--- config.mk ---
export PLATFORM = sky130hd
export DESIGN_NAME = d8_fetch_seq_flat
export DESIGN_NICKNAME = d
export VERILOG_FILES = /design/src/rtl/d8_fetch_seq_if.sv /design/src/rtl/d8_fetch_seq.sv /design/src/flat_wrapper.sv
export SDC_FILE = /design/constraint.sdc
export NUM_CORES = 1
export LEC_CHECK = 0
export ABC_AREA = 1
export CORE_MARGIN = 2
export CORE_UTILIZATION = 35
export CTS_BUF_LIST = sky130_fd_sc_hd__clkbuf_2
export CTS_CLUSTER_SIZE = 20
export DETAILED_ROUTE_END_ITERATION = 16
export GPL_TIMING_DRIVEN = 0
export HOLD_SLACK_MARGIN = 0.08
export PLACE_DENSITY_LB_ADDON = 0.15
export SLEW_MARGIN = 20
export SYNTH_ARGS = -nofsm -noshare
export SYNTH_HDL_FRONTEND = slang
export SYNTH_SLANG_ARGS = --single-unit
--- constraint.sdc ---
create_clock -name sys_clk -period 1.2 [get_ports sys_clk]
set_input_delay 0.12 -clock sys_clk [delete_from_list [all_inputs] [get_ports sys_clk]]
set_output_delay 0.12 -clock sys_clk [all_outputs]
set_load 0.03 [all_outputs]
--- src/rtl/d8_fetch_seq_if.sv ---
// Bundle of the dumb8 fetch sequencer's memory, execute, jump and status signals.
// The master side is the sequencer; the slave side is its environment.
interface d8_fetch_seq_if;
    logic       run;
    logic       imem_req;
    logic [7:0] imem_addr;
    logic       imem_ack;
    logic [7:0] imem_data;
    logic [7:0] op;
    logic [7:0] arg;
    logic       exec;
    logic       exec_done;
    logic       jmp_load;
    logic [7:0] jmp_addr;
    logic [7:0] pc;
    logic       halted;

    modport master (
        input  run,
        input  imem_ack,
        input  imem_data,
        input  exec_done,
        input  jmp_load,
        input  jmp_addr,
        output imem_req,
        output imem_addr,
        output op,
        output arg,
        output exec,
        output pc,
        output halted
    );

    modport slave (
        output run,
        output imem_ack,
        output imem_data,
        output exec_done,
        output jmp_load,
        output jmp_addr,
        input  imem_req,
        input  imem_addr,
        input  op,
        input  arg,
        input  exec,
        input  pc,
        input  halted
    );
endinterface

--- src/rtl/d8_fetch_seq.sv ---
// dumb8 instruction fetch/execute sequencer: owns the PC, fetches opcode and operand
// bytes over req/ack, hands them to the execute unit and advances or jumps on completion.
module d8_fetch_seq #(
    parameter logic [7:0] RESET_PC = 8'h00,
    parameter logic [7:0] HALT_OP  = 8'hff
) (
    input  logic           sys_clk,
    input  logic           sys_rst_n,
    d8_fetch_seq_if.master bus
);

    typedef enum logic [2:0] {
        StIdle,
        StFOp,
        StFArg,
        StExec,
        StHalt
    } state_e;

    state_e     r_state;
    state_e     w_state_nxt;
    logic [7:0] r_pc;
    logic [7:0] w_pc_nxt;
    logic [7:0] r_op;
    logic [7:0] w_op_nxt;
    logic [7:0] r_arg;
    logic [7:0] w_arg_nxt;
    logic       r_exec;
    logic       w_exec_nxt;

    logic [7:0] w_pc_inc1;
    logic [7:0] w_pc_inc2;

    assign w_pc_inc1 = r_pc + 8'd1;
    assign w_pc_inc2 = r_pc + 8'd2;

    always_ff @(posedge sys_clk or negedge sys_rst_n) begin
        if (!sys_rst_n) begin
            r_state <= StIdle;
            r_pc    <= RESET_PC;
            r_op    <= 8'h00;
            r_arg   <= 8'h00;
            r_exec  <= 1'b0;
        end else begin
            r_state <= w_state_nxt;
            r_pc    <= w_pc_nxt;
            r_op    <= w_op_nxt;
            r_arg   <= w_arg_nxt;
            r_exec  <= w_exec_nxt;
        end
    end

    always_comb begin
        w_state_nxt = r_state;
        w_pc_nxt    = r_pc;
        w_op_nxt    = r_op;
        w_arg_nxt   = r_arg;
        w_exec_nxt  = 1'b0;
        unique case (r_state)
            StIdle: begin
                if (bus.run) begin
                    w_state_nxt = StFOp;
                end
            end
            StFOp: begin
                if (bus.imem_ack) begin
                    w_op_nxt    = bus.imem_data;
                    w_state_nxt = StFArg;
                end
            end
            StFArg: begin
                if (bus.imem_ack) begin
                    w_arg_nxt = bus.imem_data;
                    if (r_op == HALT_OP) begin
                        w_state_nxt = StHalt;
                    end else begin
                        w_state_nxt = StExec;
                        // exec is a registered pulse for the first EXEC cycle only
                        w_exec_nxt  = 1'b1;
                    end
                end
            end
            StExec: begin
                if (bus.exec_done) begin
                    w_pc_nxt    = bus.jmp_load ? bus.jmp_addr : w_pc_inc2;
                    w_state_nxt = StFOp;
                end
            end
            StHalt: begin
                if (bus.run) begin
                    w_pc_nxt    = w_pc_inc2;
                    w_state_nxt = StFOp;
                end
            end
            default: begin
                w_state_nxt = StIdle;
            end
        endcase
    end

    // Outputs decode registered state only, so no input reaches them combinationally.
    assign bus.imem_req  = (r_state == StFOp) || (r_state == StFArg);
    assign bus.imem_addr = (r_state == StFArg) ? w_pc_inc1 : r_pc;
    assign bus.exec      = r_exec;
    assign bus.op        = r_op;
    assign bus.arg       = r_arg;
    assign bus.pc        = r_pc;
    assign bus.halted    = (r_state == StHalt);

endmodule

--- src/flat_wrapper.sv ---
// flat-port wrapper written by rule: the top's interface ports become plain ports
module d8_fetch_seq_flat 
#(
    parameter logic [7:0] RESET_PC = 8'h00,
    parameter logic [7:0] HALT_OP  = 8'hff
)
  (sys_clk, sys_rst_n, bus_run, bus_imem_ack, bus_imem_data, bus_exec_done, bus_jmp_load, bus_jmp_addr, bus_imem_req, bus_imem_addr, bus_op, bus_arg, bus_exec, bus_pc, bus_halted);
  d8_fetch_seq_if bus_i ();
  input  logic sys_clk;
  input  logic sys_rst_n;
  input wire logic [$bits(bus_i.run)-1:0] bus_run;
  input wire logic [$bits(bus_i.imem_ack)-1:0] bus_imem_ack;
  input wire logic [$bits(bus_i.imem_data)-1:0] bus_imem_data;
  input wire logic [$bits(bus_i.exec_done)-1:0] bus_exec_done;
  input wire logic [$bits(bus_i.jmp_load)-1:0] bus_jmp_load;
  input wire logic [$bits(bus_i.jmp_addr)-1:0] bus_jmp_addr;
  output wire logic [$bits(bus_i.imem_req)-1:0] bus_imem_req;
  output wire logic [$bits(bus_i.imem_addr)-1:0] bus_imem_addr;
  output wire logic [$bits(bus_i.op)-1:0] bus_op;
  output wire logic [$bits(bus_i.arg)-1:0] bus_arg;
  output wire logic [$bits(bus_i.exec)-1:0] bus_exec;
  output wire logic [$bits(bus_i.pc)-1:0] bus_pc;
  output wire logic [$bits(bus_i.halted)-1:0] bus_halted;
  assign bus_i.run = bus_run;
  assign bus_i.imem_ack = bus_imem_ack;
  assign bus_i.imem_data = bus_imem_data;
  assign bus_i.exec_done = bus_exec_done;
  assign bus_i.jmp_load = bus_jmp_load;
  assign bus_i.jmp_addr = bus_jmp_addr;
  assign bus_imem_req = bus_i.imem_req;
  assign bus_imem_addr = bus_i.imem_addr;
  assign bus_op = bus_i.op;
  assign bus_arg = bus_i.arg;
  assign bus_exec = bus_i.exec;
  assign bus_pc = bus_i.pc;
  assign bus_halted = bus_i.halted;
  d8_fetch_seq #(.RESET_PC(RESET_PC), .HALT_OP(HALT_OP)) u_core (.sys_clk(sys_clk), .sys_rst_n(sys_rst_n), .bus(bus_i));
endmodule
==> metrics.md <==
| Metric | Value |
|---|---|
| Run status | complete, but fails checks |
| Failing checks | setup timing |
| Grt total ovfl | 0 |
| Final sum of negative setup slack | -13.86 ns |
| Netlist cell types | 22 |
| Async set-or-reset flop fraction in the synthesized netlist | 100% |
| Flip-flop and latch count after synthesis | 28 |
| Highest achievable clock rate | 0.565 GHz |
| Worst Max-Slew Pin Slew | 0.652 ns |
| Final WL | 5.26 mm |
| Number of iterations in the first detailed-routing pass | 4 |
| Placeable core region | 4380 sq um |
| Placement row count | 24 |
| Beginning of the critical path | u_core.r_state[2] |
| Syn-to-layout area delta | 92.8% |
| Synth top area share | 43.4% |
| Initial cell density of the core | 36.8% |
| Number of diodes | 0 |
| Clock latency at the later pin of the worst-skew pair | 0.39 ns |
| WL per Instance | 14.0 um |
| Time the worst path needs with I/O delays and setup | 1.77 ns |
| Netlist area before placement | 1610 sq um |
| TritonCTS clock tree | yes |
| Max Root-Sink Buffers | 2 |
| Final-report hold violation count | 0 |
| Antenna violations before repair | 0 |
| First-pass GRT wire length | 8.09 mm |
| Port Buf Inserts | 56 |
| Register-to-Register Setup Slack | -0.46 ns |
| Max Slew Vio Count | 0 |
| Peak VDD IR | 1450 uV |
| Pwr Density | 2770 nW/um^2 |
| Total power | 0.00862 W |
| Max Cap Violations | 0 |
| Post-Synthesis Cells | 216 |
| TritonCTS Sinks | 28 |
| Half-perimeter wire length of the detailed placement result | 3.03 mm |
| Period Utilization, post-route | 148% |
| Routability congestion estimate | 0.778 |
| Critical path data arrival time | 1.65 ns |
| Residual antenna-violating net count after detailed routing | 0 |
| Die area | 5170 sq um |
| Root buffer selected by CTS | sky130_fd_sc_hd__clkbuf_2 |
| Final layout net count | 350 |
| Width of the die | 71.9 um |
| H-tree levels | 1 |
| TritonCTS buffer count | 3 |
| Count of unresolved DRC violations after routing | 0 |
| Number of failing setup endpoints in the final timing report | 44 |
| Max stage delay on crit path | 0.50 ns |
| Unrepaired setup endpoints after global routing | yes |
| Fill cell count | 324 |
| Startpoint of the worst-slack reg-to-reg timing path | u_core.r_state[0] |
| Total global-route track usage | 20.1% |
| Worst clock skew | 0.00512 ns |
| Slowest stage cell on the critical path | sky130_fd_sc_hd__dfrtp_2 |
| Largest fanout on the critical path | 5 |
| Leakage Power | 1.53 nW |
| Post-synth top area cell | sky130_fd_sc_hd__dfrtp_1 |
| Reg2reg end | u_core.r_state[0] |
| Top cells by area in the synthesized netlist | sky130_fd_sc_hd__dfrtp_1 43%, sky130_fd_sc_hd__nand2_1 18%, sky130_fd_sc_hd__inv_1 6.1%, sky130_fd_sc_hd__o21ai_0 5.0%, sky130_fd_sc_hd__o21ai_2 4.3% |
| Maximum number of pins on one net before global-route repair | 29 |
| Layout cell share with drive strength beyond 1 | 52.9% |
| Depth of the worst register-to-register path | 12 |
| Average instance area after synthesis | 7.47 sq um |
| Sequential element share of the synthesized area | 43.4% |
| Number of global-route vias before repair | 1708 |
| Worst Setup Start Kind | flip-flop |
| Worst setup endpoint | bus_imem_addr[7] |
| Number of ports placed on the die boundary | 57 |
| Via count normalized by instance count | 4.89 |
| Number of DRC markers in iteration 0 | 68 |
| Type of the worst setup path | flip-flop to output pin |
| Die extent in y | 71.9 um |
| Warnings, synthesis | 0 |
| Dominant register cell in the synthesized netlist | sky130_fd_sc_hd__dfrtp_1 |
| Count of flip-flops with a built-in enable after synthesis | 0 |
| Path class of the lowest-slack min-delay path | primary input to asynchronous set/reset pin |
| Final setup slack of the worst path | -0.571 ns |
| WP data required | 1.08 ns |
| Clock slew at reported path FFs | 0.28 ns |
| Total via count in the routed design | 1842 |
| Crit. End Element | output pin |
| Relative slew slack | 56.6% |
| Cell-by-cell trace of the critical path | inv_4 -> nand3_4 -> nor2_4 -> nand2_4 -> xor2_4 -> buf_6 |
| Mapped Nets | 240 |
[worst min-delay path by stage]
| stage | from | endpoint | depth (start not counted) |
|---|---|---|---|
| final | sys_rst_n | u_core.bus.arg[3] | 2 |
| after CTS | sys_rst_n | u_core.bus.arg[3] | 2 |
| after detailed placement | sys_rst_n | u_core.bus.arg[3] | 1 |
| after floorplan | sys_rst_n | u_core.bus.arg[0] | 0 |
| after global routing | bus_imem_data[0] | u_core.bus.arg[0] | 3 |
| after global placement | u_core.bus.arg[0] | u_core.bus.arg[0] | 2 |
[cells in the final DEF, fill, tap and decap left out, types with 4 or more instances in the layout]
cell type | synthesis | final
sky130_fd_sc_hd__nand2_1 | 78 | 57
sky130_fd_sc_hd__o21ai_0 | 16 | 4
sky130_fd_sc_hd__inv_2 | 1 | 5
sky130_fd_sc_hd__nand3_4 | 0 | 4
sky130_fd_sc_hd__nor2_4 | 0 | 8
sky130_fd_sc_hd__nand2_2 | 4 | 17
sky130_fd_sc_hd__o21ai_2 | 8 | 11
sky130_fd_sc_hd__o21ai_1 | 1 | 9
sky130_fd_sc_hd__nor2_1 | 16 | 10
sky130_fd_sc_hd__nand2_4 | 2 | 8
sky130_fd_sc_hd__dfrtp_2 | 0 | 10
sky130_fd_sc_hd__buf_2 | 2 | 8
sky130_fd_sc_hd__inv_1 | 26 | 20
sky130_fd_sc_hd__clkdlybuf4s50_1 | 0 | 20
sky130_fd_sc_hd__buf_4 | 0 | 26
sky130_fd_sc_hd__buf_6 | 3 | 51
sky130_fd_sc_hd__nand3_1 | 13 | 10
sky130_fd_sc_hd__dfrtp_1 | 28 | 18
[flip-flops by register name, summed over array words and instances, names as in the netlist]
| name | flops |
|---|---|
| u_core.bus.arg | 8 |
| u_core.bus.exec | 1 |
| u_core.bus.op | 8 |
| u_core.bus.pc | 8 |
| u_core.r_state | 3 |
[synthesized netlist by cell type (3+ instances only)]
cell type	n
sky130_fd_sc_hd__nor2_1	16
sky130_fd_sc_hd__nand3_1	13
sky130_fd_sc_hd__nand2_1	78
sky130_fd_sc_hd__nand2_2	4
sky130_fd_sc_hd__inv_1	26
sky130_fd_sc_hd__o21ai_0	16
sky130_fd_sc_hd__nor2_2	4
sky130_fd_sc_hd__dfrtp_1	28
sky130_fd_sc_hd__buf_6	3
sky130_fd_sc_hd__o21ai_2	8
sky130_fd_sc_hd__nand4_1	3
[area by class of cell]
type                    instances  area, sq um  share of cell area [%]
plain buffers                   5         65.1                    2.09
clock buffers                   3         15.0                   0.483
clock inverters                 1         30.0                   0.966
inverters                      27          109                    3.50
multi-input cells             156         1070                    34.4
flip-flops and latches         28          713                    22.9
well taps                      52         65.1                    2.09
repair buffers                105         1040                    33.5
[layer usage]
layer  track usage, %  up-vias  wire (um)
li1                 -      890          -
met4             6.50        0         82
met5                0        -          0
met3             2.39        8        223
met1             26.4      892       2170
met2             34.5       52       2780
[cell families after synthesis]
group | synth area share (%)
AOI/OAI and AO/OA | 10.6
xor gates and xnor gates | 2.17
adders and majority gates | 1.55
buffers and inverters | 9.00
DFF | 43.4
and+or+nand+nor | 33.2
[stage by stage]
| stage | utilization, % | setup slack, ns | instances | cell area (sq um) | hold WS, ns |
|---|---|---|---|---|---|
| final | 70.9 | -0.571 | 377 | 3110 | 0.231 |
| after global routing | 70.9 | -0.668 | 377 | 3110 | 0.218 |
| after detailed placement | 53.8 | -0.848 | 324 | 2360 | 0.187 |
| after CTS | 64.3 | -0.556 | 363 | 2820 | 0.248 |
| after global placement | 53.9 | -0.817 | 324 | 2360 | 0.467 |
| after floorplan | - | -0.220 | 216 | 1740 | -0.176 |
[timing repair]
item | CTS | global route
resized for setup | 265 | 73
endpoints found under the hold margin | 28 | 0
pin swaps | 9 | 11
buffers inserted | 30 | 19
hold buffers | 1 | 0
gates cloned | 4 | 0
endpoints found under the setup margin | 62 | 60
[worst max-delay path: cells and delay by family, from the launching register on]
family / cells / cell delay (ns)
AND/OR/NAND/NOR: 3 / 0.41
XOR/XNOR: 1 / 0.15
flip-flops: 1 / 0.50
buffers and inverters: 2 / 0.21
[report_power, final]
part	internal (W)	total [W]	switching, W
registers	0.00138	0.00177	0.000391
clock network	0.000286	0.000601	0.000315
logic	0.00296	0.00625	0.00329
Note: power is estimated with default switching activity, not from simulation.
